**config.mk**
```make
export PLATFORM = sky130hd
export DESIGN_NAME = sccb_master_flat
export DESIGN_NICKNAME = d
export VERILOG_FILES = /design/src/rtl/sccb_pkg.sv /design/src/rtl/sccb_if.sv /design/src/rtl/sccb_tick_gen.sv /design/src/rtl/sccb_master.sv /design/src/flat_wrapper.sv
export SDC_FILE = /design/constraint.sdc
export NUM_CORES = 1
export LEC_CHECK = 0
export BUFFER_PORTS_ARGS = -buffer_cell sky130_fd_sc_hd__buf_2
export CAP_MARGIN = 20
export CORE_MARGIN = 2
export CORE_UTILIZATION = 55
export CTS_CLUSTER_DIAMETER = 80
export DETAILED_ROUTE_END_ITERATION = 10
export PLACE_DENSITY = 0.75
export RECOVER_POWER = 100
export REMOVE_ABC_BUFFERS = 1
export SLEW_MARGIN = 20
export SYNTH_ARGS = -nofsm -noshare
export SYNTH_HDL_FRONTEND = slang
export SYNTH_SLANG_ARGS = --single-unit
```
**constraint.sdc**
```tcl
create_clock -name clk -period 6.9 [get_ports clk]
set_clock_uncertainty 0.2 [all_clocks]
set_input_delay 1.035 -clock clk [delete_from_list [all_inputs] [get_ports clk]]
set_output_delay 1.035 -clock clk [all_outputs]
set_load 0.01 [all_outputs]
```
**src/rtl/sccb_pkg.sv**
```systemverilog
// Shared constants for the SCCB write master: FSM state encodings, frame geometry
// and the default OV7670 write ID.
package sccb_pkg;

    localparam logic [1:0] IDLE  = 2'd0;
    localparam logic [1:0] START = 2'd1;
    localparam logic [1:0] BIT   = 2'd2;
    localparam logic [1:0] STOP  = 2'd3;

    localparam int SCCB_BITS_PER_BYTE = 9;
    localparam int SCCB_BYTES         = 3;

    localparam logic [7:0] OV7670_WRITE_ID = 8'h42;

    localparam int BIT_W  = $clog2(SCCB_BITS_PER_BYTE);
    localparam int BYTE_W = $clog2(SCCB_BYTES);

endpackage

```
**src/rtl/sccb_if.sv**
```systemverilog
// Request/handshake and open-drain pad controls between the configuration
// sequencer, the SCCB master and the board tri-state pads.
interface sccb_if;

    logic       start;
    logic [7:0] address;
    logic [7:0] data;
    logic       ready;
    logic       SIOC_oe;
    logic       SIOD_oe;

    modport master (
        input  start, address, data,
        output ready, SIOC_oe, SIOD_oe
    );

    modport slave (
        output start, address, data,
        input  ready, SIOC_oe, SIOD_oe
    );

endinterface

```
**src/rtl/sccb_tick_gen.sv**
```systemverilog
// Quarter-period strobe: one-cycle tick every QUARTER clocks, restarted by clear.
module sccb_tick_gen #(
    parameter int QUARTER = 62
) (
    input  logic clk,
    input  logic rst,
    input  logic clear,
    output logic tick
);

    localparam int            CW   = (QUARTER > 1) ? $clog2(QUARTER) : 1;
    localparam logic [CW-1:0] LAST = CW'(QUARTER - 1);

    logic [CW-1:0] r_count;

    always_ff @(posedge clk) begin
        if (rst || clear) begin
            r_count <= '0;
        end else if (r_count == LAST) begin
            r_count <= '0;
        end else begin
            r_count <= r_count + 1'b1;
        end
    end

    assign tick = (r_count == LAST) && !clear;

endmodule

```
**src/rtl/sccb_master.sv**
```systemverilog
// Byte-level SCCB write master: START, ID/sub-address/data bytes with released
// 9th bit, STOP, all on quarter-tick boundaries of the SIOC period.
module sccb_master
    import sccb_pkg::*;
#(
    parameter int         CLK_FREQ    = 25000000,
    parameter int         SCCB_FREQ   = 100000,
    parameter logic [7:0] CAMERA_ADDR = OV7670_WRITE_ID
) (
    input  logic   clk,
    input  logic   rst,
    sccb_if.master bus
);

    localparam int QUARTER = CLK_FREQ / (4 * SCCB_FREQ);

    localparam logic [BIT_W-1:0]  BIT_FIRST = BIT_W'(SCCB_BITS_PER_BYTE - 1);
    localparam logic [BIT_W-1:0]  BIT_LSB   = BIT_W'(1);
    localparam logic [BYTE_W-1:0] BYTE_LAST = BYTE_W'(SCCB_BYTES - 1);

    generate
        if (QUARTER < 2) begin : g_quarter_check
            $error("sccb_master: CLK_FREQ/(4*SCCB_FREQ) must be at least 2");
        end
    endgenerate

    logic [1:0]        r_state;
    logic [1:0]        r_quarter;
    logic [BIT_W-1:0]  r_bit;
    logic [BYTE_W-1:0] r_byte;
    logic [23:0]       r_shift;
    logic              r_ready;
    logic              r_sioc_oe;
    logic              r_siod_oe;
    logic              w_tick;
    logic              w_clear;

    // Holding the divider in clear while idle restarts it on the accept edge.
    assign w_clear = (r_state == IDLE);

    sccb_tick_gen #(.QUARTER(QUARTER)) u_tick_gen (
        .clk   (clk),
        .rst   (rst),
        .clear (w_clear),
        .tick  (w_tick)
    );

    always_ff @(posedge clk) begin
        if (rst) begin
            r_state   <= IDLE;
            r_quarter <= '0;
            r_bit     <= '0;
            r_byte    <= '0;
            r_shift   <= '0;
            r_ready   <= 1'b1;
            r_sioc_oe <= 1'b0;
            r_siod_oe <= 1'b0;
        end else begin
            case (r_state)
                IDLE: begin
                    if (bus.start) begin
                        r_shift   <= {CAMERA_ADDR, bus.address, bus.data};
                        r_ready   <= 1'b0;
                        r_state   <= START;
                        r_quarter <= '0;
                        r_bit     <= BIT_FIRST;
                        r_byte    <= '0;
                        r_siod_oe <= 1'b1;
                        r_sioc_oe <= 1'b0;
                    end
                end
                START: begin
                    if (w_tick) begin
                        if (r_quarter == 2'd0) begin
                            r_quarter <= 2'd1;
                            r_sioc_oe <= 1'b1;
                        end else begin
                            r_state   <= BIT;
                            r_quarter <= 2'd0;
                            r_siod_oe <= ~r_shift[23];
                        end
                    end
                end
                BIT: begin
                    if (w_tick) begin
                        r_quarter <= r_quarter + 2'd1;
                        case (r_quarter)
                            2'd1: r_sioc_oe <= 1'b0;
                            2'd3: begin
                                r_sioc_oe <= 1'b1;
                                // Shifting only on data bits leaves the next byte's MSB on top at the ACK slot.
                                if (r_bit != '0) begin
                                    r_shift   <= {r_shift[22:0], 1'b0};
                                    r_bit     <= r_bit - 1'b1;
                                    r_siod_oe <= (r_bit == BIT_LSB) ? 1'b0 : ~r_shift[22];
                                end else if (r_byte == BYTE_LAST) begin
                                    r_state   <= STOP;
                                    r_siod_oe <= 1'b1;
                                end else begin
                                    r_byte    <= r_byte + 1'b1;
                                    r_bit     <= BIT_FIRST;
                                    r_siod_oe <= ~r_shift[23];
                                end
                            end
                            default: ;
                        endcase
                    end
                end
                STOP: begin
                    if (w_tick) begin
                        r_quarter <= r_quarter + 2'd1;
                        case (r_quarter)
                            2'd0: r_sioc_oe <= 1'b0;
                            2'd1: r_siod_oe <= 1'b0;
                            2'd3: begin
                                r_state <= IDLE;
                                r_ready <= 1'b1;
                                r_bit   <= '0;
                                r_byte  <= '0;
                            end
                            default: ;
                        endcase
                    end
                end
                default: r_state <= IDLE;
            endcase
        end
    end

    assign bus.ready   = r_ready;
    assign bus.SIOC_oe = r_sioc_oe;
    assign bus.SIOD_oe = r_siod_oe;

endmodule

```
**src/flat_wrapper.sv**
```systemverilog
// flat-port wrapper written by rule: the top's interface ports become plain ports
module sccb_master_flat import sccb_pkg::*;
#(
    parameter int         CLK_FREQ    = 25000000,
    parameter int         SCCB_FREQ   = 100000,
    parameter logic [7:0] CAMERA_ADDR = OV7670_WRITE_ID
)
  (clk, rst, bus_start, bus_address, bus_data, bus_ready, bus_SIOC_oe, bus_SIOD_oe);
  sccb_if bus_i ();
  input  logic clk;
  input  logic rst;
  input wire logic [$bits(bus_i.start)-1:0] bus_start;
  input wire logic [$bits(bus_i.address)-1:0] bus_address;
  input wire logic [$bits(bus_i.data)-1:0] bus_data;
  output wire logic [$bits(bus_i.ready)-1:0] bus_ready;
  output wire logic [$bits(bus_i.SIOC_oe)-1:0] bus_SIOC_oe;
  output wire logic [$bits(bus_i.SIOD_oe)-1:0] bus_SIOD_oe;
  assign bus_i.start = bus_start;
  assign bus_i.address = bus_address;
  assign bus_i.data = bus_data;
  assign bus_ready = bus_i.ready;
  assign bus_SIOC_oe = bus_i.SIOC_oe;
  assign bus_SIOD_oe = bus_i.SIOD_oe;
  sccb_master #(.CLK_FREQ(CLK_FREQ), .SCCB_FREQ(SCCB_FREQ), .CAMERA_ADDR(CAMERA_ADDR)) u_core (.clk(clk), .rst(rst), .bus(bus_i));
endmodule
```
==> results_dict.tcl, run 1 <==
set metrics [dict create \
    p_per_area_nw_per_um2 399 \
    status "finished, violations left" \
    first_pass_iters 4 \
    num_rows 23 \
    die_area_sq_um 4540 \
    die_x_microns 67.3 \
    slew_violations 71 \
    synth_ff_type "dfxtp_1" \
    worst_ep_required_time_ns 6.90 \
    clkTransAtPathRegs_ns 0.08 \
    finalPower_mw 0.950 \
    synthTopCellsByCount "43 x dfxtp_1, 29 x nor2_1, 22 x nand2_1" \
    cts-buffers-inserted 5 \
    synth_seq_cells 43 \
    cap_violations 2 \
    setup_viol 0 \
    synth_cell_type_count 47 \
    synth_area_leader_cell "dfxtp_1" \
    timing.final.crit_period_ns 3.38 \
    worst_setup_path_end_kind "register" \
    start_kind "register" \
    slew_headroom_pct -15.0 \
    io_buffer_count 21 \
    dp_hpwl_mm 2.77 \
    clockBufferDepth 2 \
    clock_latency_ns 0.30 \
    cts_tree "built" \
    drive_gt1_share_pct 15.2 \
    routabilityCongestion 0.808 \
    hold_path_class "reg -> reg" \
    cts_root_buf "clkbuf_8" \
    critPathMaxFanout 38 \
    finalWirelength_mm 4.13 \
    syn2layout_area_growth_pct 7.82 \
    timing.fmax_ghz 0.296 \
    grt_pass1_vias 1548 \
    setup_tns_ns 0 \
    grt.overflow.total 0 \
    fp.coreArea_sq_um 3940 \
    clock_sinks 43 \
    antenna_left 0 \
    num-nets-final 286 \
    rsz0062_at_grt "false" \
    path_cells "inv_1 -> ha_1 -> nor3_1 -> a21o_1 -> clkbuf_1 -> nor2_1 -> a211oi_2" \
    seq_area_frac_synth_pct 39.0 \
    yosysMostFrequentCell "dfxtp_1" \
    htreeDepth 2 \
    ys_async_sr_fraction_pct 0 \
    grt_first_pass_wirelength_mm 6.76 \
    crit_path_max_incr_delay_ns 1.24 \
    drc 0 \
    hold_viol 0 \
    ir_drop_mv 0.169 \
    antenna_found_initial 0 \
    die_h_microns 67.3 \
    yosys.area.top_type_share_pct 39.0 \
    post_cts_buffers 0 \
    cts_hold_buf 0 \
    synth_warnings 0 \
    num_io_pins 22 \
    leakage_nw 0.881 \
    crit_type "reg -> reg" \
    syn_avg_cell_area_sq_um 9.16 \
    grt_start_max_net_pins 39 \
    drt_iter0_markers 78 \
    synth-edff-count 0 \
    start_util_pct 56.0 \
    failed_checks "capacitance limit, slew limit" \
    cp.arrival_ns 3.38 \
    ys_top_cells_by_area "dfxtp_1 39%, mux2i_1 9.1%, a211oi_2 8.5%, ha_1 5.7%, nor2_1 4.9%" \
    synthCells 241 \
    vias_per_cell 5.71 \
    vias 1753 \
    cts_resized 0 \
    wl_per_cell_microns 13.4 \
    netlist_area_sq_um 2210 \
    diodes 0 \
    cp_slowest_cell "clkbuf_1" \
    period_share_pct 48.9 \
    tightest_slew_ns 1.72 \
    grt.total_usage_pct 19.7 \
]
[power by group]
part           internal, mW  switching (mW)
Sequential            0.309          0.0412
Combinational         0.166           0.243
Clock                 0.106          0.0852
Total                 0.581           0.370
[cells by family after synthesis]
kind of cell	after synthesis	share of synthesized area, %
multiplexers	20	9.07
XOR/XNOR	4	1.59
adder cells (fa/ha/maj)	10	5.67
flip-flops	43	39.0
AO/OA/AOI/OAI	57	21.6
AND/OR/NAND/NOR	84	18.0
buffers and inverters	23	5.10
[routing by layer]
layer	vias to the layer above	routed length, microns	GRT usage (%)
li1	890	-	-
met1	829	1960	24.0
met2	27	1940	32.7
met3	7	158	5.33
met4	0	72	8.16
met5	-	0	0
[metrics by stage]
| stage | area (sq um) | instances | utilization [%] | hold WS (ns) | setup slack [ns] |
|---|---|---|---|---|---|
| floorplan | 2130 | 227 | - | 0.222 | 3.78 |
| global placement | 2310 | 300 | 58.6 | 0.240 | 4.16 |
| detailed placement | 2310 | 300 | 58.6 | 0.245 | 4.15 |
| CTS | 2410 | 307 | 61.2 | 0.255 | 4.21 |
| global route | 2380 | 307 | 60.4 | 0.273 | 3.13 |
| finish | 2380 | 307 | 60.4 | 0.256 | 3.52 |
[worst max-delay path: cells and delay by family, from the launching register on]
| kind | cells | cell delay, ns |
|---|---|---|
| buffers and inverters | 2 | 1.33 |
| AND/OR/NAND/NOR | 2 | 0.56 |
| AO/OA/AOI/OAI | 2 | 0.42 |
| adder cells (fa/ha/maj) | 1 | 0.31 |
| flip-flops | 1 | 0.44 |
[cell usage in the layout, fill, tap and decap left out, drive strengths merged, types with 2 or more instances in the layout]
| cell type | netlist | routed |
|---|---|---|
| a211oi | 16 | 16 |
| a21boi | 2 | 2 |
| a21o | 2 | 2 |
| a21oi | 12 | 12 |
| and2 | 2 | 2 |
| and3 | 2 | 2 |
| buf | 8 | 18 |
| clkbuf | 6 | 11 |
| dfxtp | 43 | 43 |
| ha | 10 | 10 |
| inv | 9 | 9 |
| mux2i | 20 | 20 |
| nand2 | 22 | 22 |
| nand2b | 4 | 4 |
| nand3 | 12 | 12 |
| nand3b | 2 | 2 |
| nor2 | 29 | 29 |
| nor3 | 3 | 3 |
| nor4 | 2 | 2 |
| o21ai | 7 | 7 |
| o221a | 2 | 2 |
| o22ai | 2 | 2 |
| or4 | 2 | 2 |
| xor2 | 3 | 3 |
[registers in the layout, summed over array words and instances, names as in the netlist, 2 cells and up]
name and count:
u_core.r_quarter 2, u_core.r_shift 24, u_core.r_byte 2, u_core.r_state 2
u_core.u_tick_gen.r_count 6, u_core.r_bit 4
[cell type report]
| type | count | area [sq um] |
|---|---|---|
| well taps | 50 | 62.6 |
| multi-input cells | 175 | 1210 |
| fillers | 343 | 1560 |
| flip-flops and latches | 43 | 861 |
| clock inverters | 1 | 30.0 |
| clock buffers | 6 | 72.6 |
| inverters | 9 | 33.8 |
| repair buffers | 23 | 111 |
[path summary, 6_finish.rpt]
kind	cells past startpoint	endpoint	slack, ns	from
max	7	u_core.r_shift[9]	3.52	u_core.r_state[1]
min	2	u_core.r_shift[20]	0.26	u_core.r_shift[20]
max reg2reg	7	u_core.r_shift[9]	3.52	u_core.r_state[1]
min reg2reg	2	u_core.r_shift[20]	0.26	u_core.r_shift[20]
Power figures use the tool's default switching activity.
==> run 2, diff against run 1 <==
==> constraint.sdc (replaced) <==
create_clock -name clk -period 3.22 [get_ports clk]
set_clock_uncertainty 0.2 [all_clocks]
set_input_delay 0.483 -clock clk [delete_from_list [all_inputs] [get_ports clk]]
set_output_delay 0.483 -clock clk [all_outputs]
set_load 0.01 [all_outputs]
==> results_dict.tcl, run 2 (synthesized netlist as in run 1, its figures left out) <==
set metrics [dict create \
    timing.fmax_ghz 0.380 \
    finalPower_mw 2.06 \
    period_share_pct 81.7 \
    rsz0062_at_grt "false" \
    cts_tree "built" \
    grt.total_usage_pct 20.0 \
    grt_pass1_vias 1593 \
    path_cells "inv_1 -> ha_1 -> clkbuf_1 -> nor2_1 -> a21o_1 -> buf_12 -> o221a_2" \
    stdcell_count 310 \
    p_per_area_nw_per_um2 846 \
    die_area_sq_um 4540 \
    crit_buf_inv 3 \
    start_kind "register" \
    ir_drop_mv 0.376 \
    num_io_pins 22 \
    worst_setup_path_end_kind "register" \
    io_buffer_count 21 \
    cts_root_buf "clkbuf_8" \
    wl_per_cell_microns 13.4 \
    cts_resized 0 \
    hold_viol 0 \
    crit_type "reg -> reg" \
    fp.coreArea_sq_um 3940 \
    fin_hold_ws_ns 0.229 \
    utilization_pct 61.7 \
    cp_slowest_cell "ha_1" \
    dp_hpwl_mm 2.95 \
    slew_headroom_pct 59.6 \
    grt_start_max_net_pins 33 \
    grt.overflow.total 0 \
    fillCellCount 342 \
    vias 1727 \
    setup_viol 0 \
    reg_top3 "u_core.r_shift (24), u_core.u_tick_gen.r_count (6), u_core.r_bit (4)" \
    die_x_microns 67.3 \
    dp_slack_ns 0.734 \
    antenna_found_initial 0 \
    status "finished, final reports clean" \
    timing.final.ws_setup_ns 0.589 \
    fin_area_sq_um 2430 \
    start_util_pct 56.0 \
    regMostFlops "u_core.r_shift" \
    crit_path_max_incr_delay_ns 0.49 \
    clock_latency_ns 0.29 \
    antenna_left 0 \
    cts-buffers-inserted 5 \
    clockBufferDepth 2 \
    clock_sinks 43 \
    clkTransAtPathRegs_ns 0.08 \
    post_cts_buffers 0 \
    cp_top_family "buffers and inverters" \
    layout_commonest_cell "dfxtp_1" \
    cts_hold_buf 0 \
    placed_area_sq_um 2350 \
    hold_path_class "in -> reg" \
    htreeDepth 2 \
    final_cell_mix "43 x dfxtp_1, 29 x nor2_1, 22 x nand2_1, 20 x mux2i_1, 18 x buf_2" \
    grt_first_pass_wirelength_mm 6.80 \
    critPathMaxFanout 32 \
    cap_violations 0 \
    vias_per_cell 5.57 \
    drive_gt1_share_pct 17.7 \
    drc 0 \
    finalWirelength_mm 4.16 \
    worst_ep_required_time_ns 3.20 \
    tightest_slew_ns 0.599 \
    timing.final.crit_period_ns 2.63 \
    first_pass_iters 4 \
    largest_reg_flops 24 \
    diodes 0 \
    cp.arrival_ns 2.61 \
    dp_cells 303 \
    routabilityCongestion 0.864 \
    die_h_microns 67.3 \
    num_rows 23 \
    leakage_nw 0.906 \
    slew_violations 0 \
    num-nets-final 289 \
    drt_iter0_markers 80 \
    setup_tns_ns 0 \
    syn2layout_area_growth_pct 10.1 \
]
==> run 2: cell count changes in the layout (fill, tap and decap cells not counted) <==
cell / before / now
a211oi_2: 10 / 13
buf_12: 0 / 1
a211oi_1: 6 / 3
clkbuf_1: 6 / 5
buf_4: 1 / 3
buf_2: 17 / 18
==> run 2: final cells by class <==
cell class              count  area [sq um]  area share (%)
inverters                   9          33.8            1.39
flip-flops and latches     43           861            35.4
clock buffers               6          72.6            2.99
repair buffers             26           148            6.07
well taps                  50          62.6            2.57
multi-input cells         175          1220            50.3
clock inverters             1          30.0            1.24
==> run 2: worst reg2reg max path, delay by kind of cell (launching register included) <==
kind | cells | cell delay, ns
DFF | 1 | 0.34
adders and majority gates | 1 | 0.49
AOI/OAI and AO/OA | 2 | 0.56
buffers and inverters | 3 | 0.78
and+or+nand+nor | 1 | 0.16
==> run 2: worst paths after layout <==
kind	from	end	slack (ns)	cells after the start
setup reg to reg	u_core.r_state[0]	u_core.r_shift[22]	0.59	7
hold reg to reg	u_core.r_shift[20]	u_core.r_shift[20]	0.26	2
setup / recovery	u_core.r_state[0]	u_core.r_shift[22]	0.59	7
hold / removal	bus_data[0]	u_core.r_shift[0]	0.23	3
==> run 2: routing by layer <==
metal	up-vias	share of wire (%)	track usage, %
li1	895	-	-
met1	791	47	23.7
met2	39	48	34.7
met3	2	3.8	5.00
met4	0	0.46	7.40
met5	-	0	0
==> run 2: power by group <==
part / internal (mW) / switching (mW)
clock network: 0.227 / 0.168
logic: 0.382 / 0.536
registers: 0.661 / 0.0827
==> run 3, diff against run 2 <==
==> constraint.sdc (replaced) <==
create_clock -name clk -period 2.5 [get_ports clk]
set_clock_uncertainty 0.2 [all_clocks]
set_input_delay 0.375 -clock clk [delete_from_list [all_inputs] [get_ports clk]]
set_output_delay 0.375 -clock clk [all_outputs]
set_load 0.01 [all_outputs]
==> results_dict.tcl, run 3 (synthesized netlist as in run 1, its figures left out) <==
set metrics [dict create \
    status "finished, final reports clean" \
    r2r_cells 5 \
    regMostFlops "u_core.r_shift" \
    setup_tns_ns 0 \
    cts_tree "built" \
    clkTransAtPathRegs_ns 0.08 \
    power_frac_seq_pct 35.2 \
    syn2layout_area_growth_pct 11.4 \
    largest_reg_flops 24 \
    fin_area_sq_um 2460 \
    cts_hold_buf 0 \
    start_util_pct 56.0 \
    antenna_found_initial 0 \
    rsz0062_at_grt "false" \
    cp.arrival_ns 2.30 \
    vias 1783 \
    reg_top3 "u_core.r_shift (24), u_core.u_tick_gen.r_count (6), u_core.r_bit (4)" \
    drc 0 \
    hold_viol 0 \
    clockBufferDepth 2 \
    htreeDepth 2 \
    drive_gt1_share_pct 19.5 \
    p_comb_share_pct 44.2 \
    io_buffer_count 21 \
    pwr-share-clk_pct 20.6 \
    stdcell_count 311 \
    die_x_microns 67.3 \
    dp_cells 303 \
    num_rows 23 \
    leakage_nw 0.920 \
    worst_setup_path_end_kind "register" \
    intPower_mw 1.68 \
    die_area_sq_um 4540 \
    finalPower_mw 2.72 \
    clock_latency_ns 0.30 \
    p_switching_mw 1.04 \
    final_cell_mix "43 x dfxtp_1, 29 x nor2_1, 22 x nand2_1, 20 x mux2i_1, 18 x buf_2" \
    finalWirelength_mm 4.27 \
    wl_per_cell_microns 13.7 \
    crit_path_max_incr_delay_ns 0.56 \
    placed_area_sq_um 2350 \
    fin_hold_ws_ns 0.120 \
    routabilityCongestion 0.934 \
    antenna_left 0 \
    slew_violations 0 \
    start_kind "register" \
    critPathMaxFanout 10 \
    hold_path_class "in -> reg" \
    dp_hpwl_mm 2.90 \
    swShare_pct 38.3 \
    cts-buffers-inserted 5 \
    fillCellCount 350 \
    cp_top_family "compound AO/OA/AOI/OAI gates" \
    cts_resized 0 \
    crit_type "reg -> reg" \
    num_io_pins 22 \
    path_cells "inv_1 -> ha_1 -> or4_1 -> a221o_1 -> o311a_1" \
    cts_root_buf "clkbuf_8" \
    drt_iter0_markers 113 \
    crit_buf_inv 1 \
    crit_cells 5 \
    slew_headroom_pct 62.9 \
    tightest_slew_ns 0.550 \
    first_pass_iters 4 \
    grt_first_pass_wirelength_mm 7.13 \
    grt_start_max_net_pins 39 \
    grt.total_usage_pct 21.3 \
    cp_slowest_cell "or4_1" \
    diodes 0 \
    grt.overflow.total 0 \
    cap_violations 0 \
    die_h_microns 67.3 \
    worst_ep_required_time_ns 2.49 \
    rrSetupSlack_ns 0.20 \
    num-nets-final 289 \
    ir_drop_mv 0.599 \
    cp-startpoint "u_core.r_state[1]" \
    fp.coreArea_sq_um 3940 \
    timing.final.crit_period_ns 2.30 \
    layout_commonest_cell "dfxtp_1" \
    endpoint "u_core.r_state[0]" \
    post_cts_buffers 0 \
    period_share_pct 92.1 \
    p_per_area_nw_per_um2 1110 \
    clock_sinks 43 \
    timing.fmax_ghz 0.434 \
    r2r-end "u_core.r_state[0]" \
    grt_pass1_vias 1571 \
    r2r_start "u_core.r_state[1]" \
    setup_viol 0 \
    vias_per_cell 5.73 \
]
[run 3: area by class of cell]
cell class	instances	area [sq um]	share of cell area [%]
Timing Repair Buffer	26	151	6.16
Tap cell	50	62.6	2.54
Clock inverter	2	35.0	1.42
Clock buffer	6	82.6	3.36
Multi-Input combinational cell	175	1230	50.1
Inverter	9	33.8	1.37
Sequential cell	43	861	35.0
[run 3: per-layer routing]
layer  global-route usage [%]  up-vias  wire (microns)
li1                         -      897               -
met5                        0        -               0
met4                     8.93        0              70
met2                     34.4       35            2060
met1                     26.5      844            1980
met3                     6.17        7             163
[run 3: power groups by stage]
stage / Sequential (mW) / Combinational [mW] / Clock, mW
2_1_floorplan: 0.953 / 0.923 / 0
3_3_place_gp: 0.966 / 1.18 / 0
3_5_place_dp: 0.973 / 1.20 / 0
4_1_cts: 0.958 / 1.21 / 0.574
5_1_grt: 0.980 / 1.34 / 0.602
6_report: 0.958 / 1.20 / 0.562
[run 3: worst min path at each step]
| stage | start | end | cells past startpoint |
|---|---|---|---|
| 2_1_floorplan | u_core.r_shift[23] | u_core.r_shift[23] | 2 |
| 3_3_place_gp | u_core.r_shift[20] | u_core.r_shift[20] | 2 |
| 3_5_place_dp | u_core.r_shift[20] | u_core.r_shift[20] | 2 |
| 4_1_cts | bus_data[0] | u_core.r_shift[0] | 3 |
| 5_1_grt | bus_data[0] | u_core.r_shift[0] | 3 |
| 6_report | bus_data[0] | u_core.r_shift[0] | 3 |
[run 3: per-stage QoR]
step	util [%]	worst slack (ns)
after floorplan	-	-0.624
after global placement	59.5	0.225
after detailed placement	59.5	0.110
after CTS	62.5	0.0941
after global routing	62.4	0.0258
final	62.4	0.197
[run 3: tightest hold or removal path: stages]
cell     delay (ns)
buf_2          0.10
nand2_1        0.05
a21oi_1        0.05
